==> config.mk <==
export PLATFORM = sky130hd
export DESIGN_NAME = serial_add_seq
export DESIGN_NICKNAME = d
export VERILOG_FILES = /design/src/rtl/adder_pkg.sv /design/src/rtl/ha_cell.sv /design/src/rtl/serial_add_seq.sv
export SDC_FILE = /design/constraint.sdc
export NUM_CORES = 1
export LEC_CHECK = 0
export ABC_AREA = 0
export CORE_MARGIN = 5
export CORE_UTILIZATION = 45
export DETAILED_ROUTE_END_ITERATION = 6
export GPL_TIMING_DRIVEN = 0
export PLACE_DENSITY = 0.7
export SYNTH_ARGS = -nofsm -noshare
export SYNTH_HDL_FRONTEND = slang
export SYNTH_HIERARCHICAL = 1
export SYNTH_SLANG_ARGS = --single-unit
==> constraint.sdc <==
create_clock -name clk -period 1.6 [get_ports clk]
set_input_delay 0.32 -clock clk [delete_from_list [all_inputs] [get_ports clk]]
set_output_delay 0.32 -clock clk [all_outputs]
set_load 0.02 [all_outputs]
==> src/rtl/adder_pkg.sv <==
// adder_pkg: shared FSM encoding, default width and clog2 helper for the serial adder
//   state_t : IDLE=0, RUN=1, DONE=2
//   ADD_W   : default operand width
//   clog2   : ceil(log2(v)) with a minimum of 1, used for counter sizing
package adder_pkg;

    typedef enum logic [1:0] {
        IDLE = 2'd0,
        RUN  = 2'd1,
        DONE = 2'd2
    } state_t;

    localparam int ADD_W = 8;

    function automatic int clog2(input int v);
        int r = 1;
        while ((1 << r) < v) r++;
        return r;
    endfunction

endpackage

==> src/rtl/ha_cell.sv <==
// ha_cell: combinational half adder
//   a, b : input bits
//   s    : sum bit (a ^ b)
//   c    : carry bit (a & b)
module ha_cell (
    input  logic a,
    input  logic b,
    output logic s,
    output logic c
);

    assign s = a ^ b;
    assign c = a & b;

endmodule

==> src/rtl/serial_add_seq.sv <==
// serial_add_seq: bit-serial adder, one full-adder cell reused LSB-first over WIDTH cycles
//   clk, rst_n      : rising-edge clock, asynchronous active-low reset
//   start           : request, accepted only in IDLE
//   a, b, cin       : operands and carry-in, captured on accepted start
//   busy            : high while bits are being processed
//   done            : one-cycle pulse when sum/cout are updated
//   sum, cout       : registered result, held until the next completion
module serial_add_seq
    import adder_pkg::*;
#(
    parameter int WIDTH = ADD_W
) (
    input  logic             clk,
    input  logic             rst_n,
    input  logic             start,
    input  logic [WIDTH-1:0] a,
    input  logic [WIDTH-1:0] b,
    input  logic             cin,
    output logic             busy,
    output logic             done,
    output logic [WIDTH-1:0] sum,
    output logic             cout
);

    localparam int CW = clog2(WIDTH);

    state_t           state;
    logic [WIDTH-1:0] a_sh, b_sh, acc;
    logic             c_reg;
    logic [CW-1:0]    cnt;
    logic             s0, c0, s1, c1;
    logic             carry_next, last;
    logic [WIDTH-1:0] acc_nxt;

    ha_cell ha0 (.a(a_sh[0]), .b(b_sh[0]), .s(s0), .c(c0));
    ha_cell ha1 (.a(s0),      .b(c_reg),   .s(s1), .c(c1));

    assign carry_next = c0 | c1;
    assign last       = cnt == CW'(WIDTH - 1);
    // shift form instead of a slice so WIDTH=1 elaborates cleanly
    assign acc_nxt    = (acc >> 1) | (WIDTH'(s1) << (WIDTH - 1));

    always_ff @(posedge clk or negedge rst_n) begin
        if (!rst_n) begin
            state <= IDLE;
            a_sh  <= '0;
            b_sh  <= '0;
            acc   <= '0;
            c_reg <= 1'b0;
            cnt   <= '0;
            busy  <= 1'b0;
            done  <= 1'b0;
            sum   <= '0;
            cout  <= 1'b0;
        end else begin
            done <= 1'b0;
            case (state)
                IDLE: if (start) begin
                    a_sh  <= a;
                    b_sh  <= b;
                    c_reg <= cin;
                    cnt   <= '0;
                    busy  <= 1'b1;
                    state <= RUN;
                end
                RUN: begin
                    acc   <= acc_nxt;
                    a_sh  <= a_sh >> 1;
                    b_sh  <= b_sh >> 1;
                    c_reg <= carry_next;
                    cnt   <= cnt + 1'b1;
                    if (last) begin
                        sum   <= acc_nxt;
                        cout  <= carry_next;
                        busy  <= 1'b0;
                        done  <= 1'b1;
                        state <= DONE;
                    end
                end
                default: state <= IDLE;
            endcase
        end
    end

endmodule

# Word-level counts from Yosys, hierarchy flattened
# Cells that the tools add are included.
[word_totals]
out_inout_bits = 11
in_bits = 20
elab_cells = 43
reg_bits = 41
[classes]
bitwise = 6
addsub = 1
n_mux = 16
reduce_logical = 6
n_eq_ne = 4
[ops]
columns = ["operator", "n"]
rows = [
  ["one-hot mux 8 bit (2 select lines)", 2],
  ["two-way mux 8 bit", 2],
  ["bitwise OR 7 x 8 -> 8 bit", 1],
  ["one-hot mux 3 bit (2 select lines)", 1],
  ["AND reduction 2 bit", 3],
  ["two-way mux 1 bit", 5],
  ["two-way mux 2 bit", 2],
  ["inequality test 2 bit, second input constant", 2],
  ["one-hot mux 1 bit (2 select lines)", 2],
  ["one-hot mux 2 bit (2 select lines)", 1],
  ["adder 3 x 1 -> 3 bit, second input constant", 1],
  ["equality test 3 bit, second input constant", 1],
  ["two-way mux 3 bit", 1],
  ["AND reduction 3 bit", 1],
  ["bitwise AND 1 bit", 2],
  ["equality test 2 x 1 -> 1 bit, second input constant", 1],
  ["logical NOT 2 bit", 1],
  ["nonzero test 2 bit", 1],
  ["bitwise XOR 1 bit", 2],
  ["bitwise OR 1 bit", 1],
]

# Logic depth before layout (Yosys ltp)
[depth]
ltp_word = 4
depth_mapped = 6
mapped_depth_nobuf = 5

# By module
# The synthesis kept the hierarchy.
[by_module_without_submodules]
columns = ["mod", "seq_area_each_um2", "instances", "cells_per_inst", "area_each_um2"]
rows = [
  ["serial_add_seq", 1001.0, 1, 136, 1740.4],
  ["ha_cell", 0.0, 2, 1, 12.5],
]

# Worst setup path after synthesis
# Ideal clock, no wire load.
[synth_timing]
path_type = "reg-to-reg"
from = "register cnt[0]"
to = "register sum[0]"
path_buffers = 1
path_slack_ps = 170
arrival_time_ps = 1305
setup_time_ps = 125
synth_period_minus_slack_ps = 1430
stages_incl_launch_ff = 6
required_ps = 1475
cell_sequence = "dfrtp_1 -> ha_1 -> ha_1 -> nand3b_4 -> buf_6 -> mux2_4"
[synth_via]
elab_chain_cells = 2
[synth_lines]
columns = ["item", "line", "text"]
rows = [
  ["from (decl)", "serial_add_seq.sv:30", "logic [CW-1:0] cnt;"],
  ["from (signal assigned)", "serial_add_seq.sv:71", "cnt <= cnt + 1'b1;"],
  ["equality test 3 bit", "serial_add_seq.sv:39", "assign last = cnt == CW'(WIDTH - 1);"],
  ["AND reduction 2 bit (no line)", "-", ""],
  ["to (signal assigned)", "serial_add_seq.sv:73", "sum <= acc_nxt;"],
  ["to (decl)", "serial_add_seq.sv:21", "output logic [WIDTH-1:0] sum,"],
]
# Every way passes these cells.
# A chain may end at the register's enable or synchronous reset.

# Final worst setup path
[layout_timing]
from = "register sum[5]"
to = "output sum[5]"
# No word-level cell between the ends.

==> metrics.md <==
| Metric | Value |
|---|---|
| CTS tree | `built` |
| Max Clock Skew | `8.81 ps` |
| Final #Nets | `around 200` |
| Leading cell type in the layout, fill and taps excluded | `dfrtp_1` |
| Final Hold Viols | `0` |
| Fin crit share | `97.8%` |
| HPWL after detailed placement | `2400 um` |
| Synthesized area | `1770 um^2` |
| Die width | `72.6 um` |
| Area share of the largest cell type after synthesis | `56.7%` |
| Register area | `1000 um^2` |
| CP arrival | `around 1300 ps` |
| Top Registers | `a_sh: 8 flops, b_sh: 8 flops, sum: 8 flops` |
| Mean area per synthesized cell | `12.8 um^2` |
| CTS Hold Bufs | `0` |
| Initial antenna violation count | `0` |
| DR vias | `~1200` |
| Last weighted congestion value of the routability-driven placer | `0.751` |
| Vias per inst | `about 5.2` |
| IO Port Bufs | `29` |
| Crit path required time | `1280 ps` |
| Antenna-violating nets left | `0` |
| Status | `finished clean` |
| Total Die Area | `5280 um^2` |
| Starting Density | `47.2%` |
| Worst VDD drop | `0.000878 V` |
| Largest area contributor in the netlist | `dfrtp_1` |
| Place WS | `~66 ps` |
| H-Tree Depth | `2` |
| Layout area overhead | `25.6%` |
| Clk slew on worst S/H paths | `80 ps` |
| CTS root buffer | `clkbuf_8` |
| DR iter-0 viols | `105` |
| Critical path's largest stage delay | `610 ps` |
| #FFs+latches synth | `40` |
| Share of post-route cells with drive strength above 1 | `24.6%` |
| Diodes inserted | `0` |
| Gr ovfl total | `0` |
| GRT Util Overall | `between 10% and 20%` |
| # DRC | `0` |
| Clk buf depth | `2` |
| RSZ-0062 raised after global routing | `false` |
| Avg WL per Cell | `15.3 um` |
| Crit path max-delay cell type | `clkdlybuf4s50_1` |
| Worst-Skew Late Latency | `290 ps` |
| Syn Nets | `162` |
| Cells along the critical path | `clkdlybuf4s50_1` |
| Max-slew violations | `0` |
| Yosys cell types | `27` |
| Minimum hold slack | `roughly 130 ps` |
| Worst rel slew slack | `42.5%` |
| Worst setup margin | `34.6 ps` |
| Cells after Synth | `138` |
| Crit end category | `primary output` |
| Synth Warn # | `6` |
| Setup CP Type | `reg -> out` |
| Lkg Pwr | `approximately 1.1 nW` |
| Area contributors post-synth | `dfrtp_1, mux2_2, mux2_4, o22ai_1, a21oi_1` |
| IO Count | `31` |
| TritonCTS Buffers | `5` |
| Maximum clock frequency | `639 MHz` |
| WL final | `3410 um` |
| Pin count of the biggest net entering global routing | `41` |
| Hold Crit Class | `in -> async` |
| Vias in the first global route | `1227` |
| Fillcell total | `299` |
| Core area | `around 3700 um^2` |
| First-pass GRT wire length | `5880 um` |
| MaxCap Viol Count | `0` |
| Critical path startpoint category | `flop` |
| Period minus WS final | `1570 ps` |
| Pwr dens | `1940 nW/um^2` |
| Crit-path leading delay family | `buffers and inverters` |
| Worst path buffer plus inverter count | `1` |
| DRT Pass-1 Iters | `4` |
| Chip height | `72.6 um` |
| CTS Sinks | `40` |
| Crit path max fanout | `2` |
| Multi-input gate area | `664 um^2` |
| Commonest non-fill, non-tap cells in the layout | `dfrtp_1, clkdlybuf4s50_1, nor2_1, a21oi_1, o22ai_1` |
| Worst Max-Slew Pin Slew | `863 ps` |
| Register area share after synthesis | `between 50% and 60%` |
| Endpoints failing setup | `0` |
| Std-Cell Rows | `22` |
-- cell families (layout without fill, tap and decap cells) --
kind of cell / count (synthesis) / count (layout) / share of synthesized area [%]
multiplexers: 15 / 15 / 10.8
AO/OA/AOI/OAI: 38 / 38 / 14.7
adder cells (fa/ha/maj): 4 / 4 / 2.83
flip-flops: 40 / 40 / 56.7
AND/OR/NAND/NOR: 27 / 27 / 9.21
buffers and inverters: 14 / 51 / 5.67
-- layout make-up --
cell class / instances / area share, %
clock buffers: 6 / 3.72
plain buffers: 8 / 3.50
inverters: 6 / 1.02
flip-flops and latches: 40 / 45.1
multi-input cells: 84 / 30.0
repair buffers: 29 / 13.5
clock inverters: 2 / 0.451
well taps: 48 / 2.71
-- per-layer routing --
metal  wire length [um]  global-route usage [%]
met4                 65                    7.99
met2               1630                    21.6
met1               1550                    19.5
met5                  0                       0
met3                160                    3.31
-- metrics by stage --
step / std cells / TNS [ps] / power [mW] / instance area (um^2) / util [%]
after CTS: 223 / 0 / 4.38 / 2200 / 58.8
after floorplan: 138 / 0 / 3.08 / 1770 / -
after global placement: 215 / -28480 / 3.60 / 2120 / 56.5
after detailed placement: 215 / 0 / 3.68 / 2110 / 56.4
after global routing: 223 / 0 / 4.64 / 2220 / 59.2
final: 223 / 0 / 4.30 / 2220 / 59.2
-- path summary, 6_finish.rpt --
kind,cells after the start,slack [ps],startpoint,endpoint
setup / recovery,1,30,sum[5],sum[5]
hold / removal,1,130,rst_n,a_sh[0]
setup reg to reg,5,60,cnt[0],sum[3]
hold reg to reg,2,470,cout,cout
max in group asynchronous,1,920,rst_n,b_sh[2]
min in group clk,4,450,start,a_sh[7]
-- report_power, final --
group	switching (mW)	internal [mW]	total [mW]
registers	0.269	1.49	1.76
logic	0.842	1.02	1.87
clock network	0.332	0.344	0.676
total	1.44	2.86	4.30
-- synthesized netlist by cell type --
library cell / n
buf_6: 4
nand2_1: 5
o21ai_0: 6
nand3b_4: 1
inv_1: 5
buf_8: 1
o221a_2: 4
mux2_4: 6
clkinv_1: 1
a32o_1: 1
nand3b_1: 4
ha_1: 4
o32ai_1: 1
and2b_2: 1
nor2_1: 12
nor2_2: 2
dfrtp_1: 40
mux2_2: 9
o21bai_1: 1
o22ai_1: 10
a21o_1: 1
a21oi_1: 11
buf_2: 2
buf_4: 1
nand2b_4: 2
o21ba_4: 1
a22o_1: 2
-- what timing repair did --
item	4_1_cts	5_1_grt
endpoints found under the setup margin	1	6
endpoints found under the hold margin	0	0
gates resized for setup	1	6
buffers inserted	0	0
cloned	0	0
(Power assumes the default switching activity.)
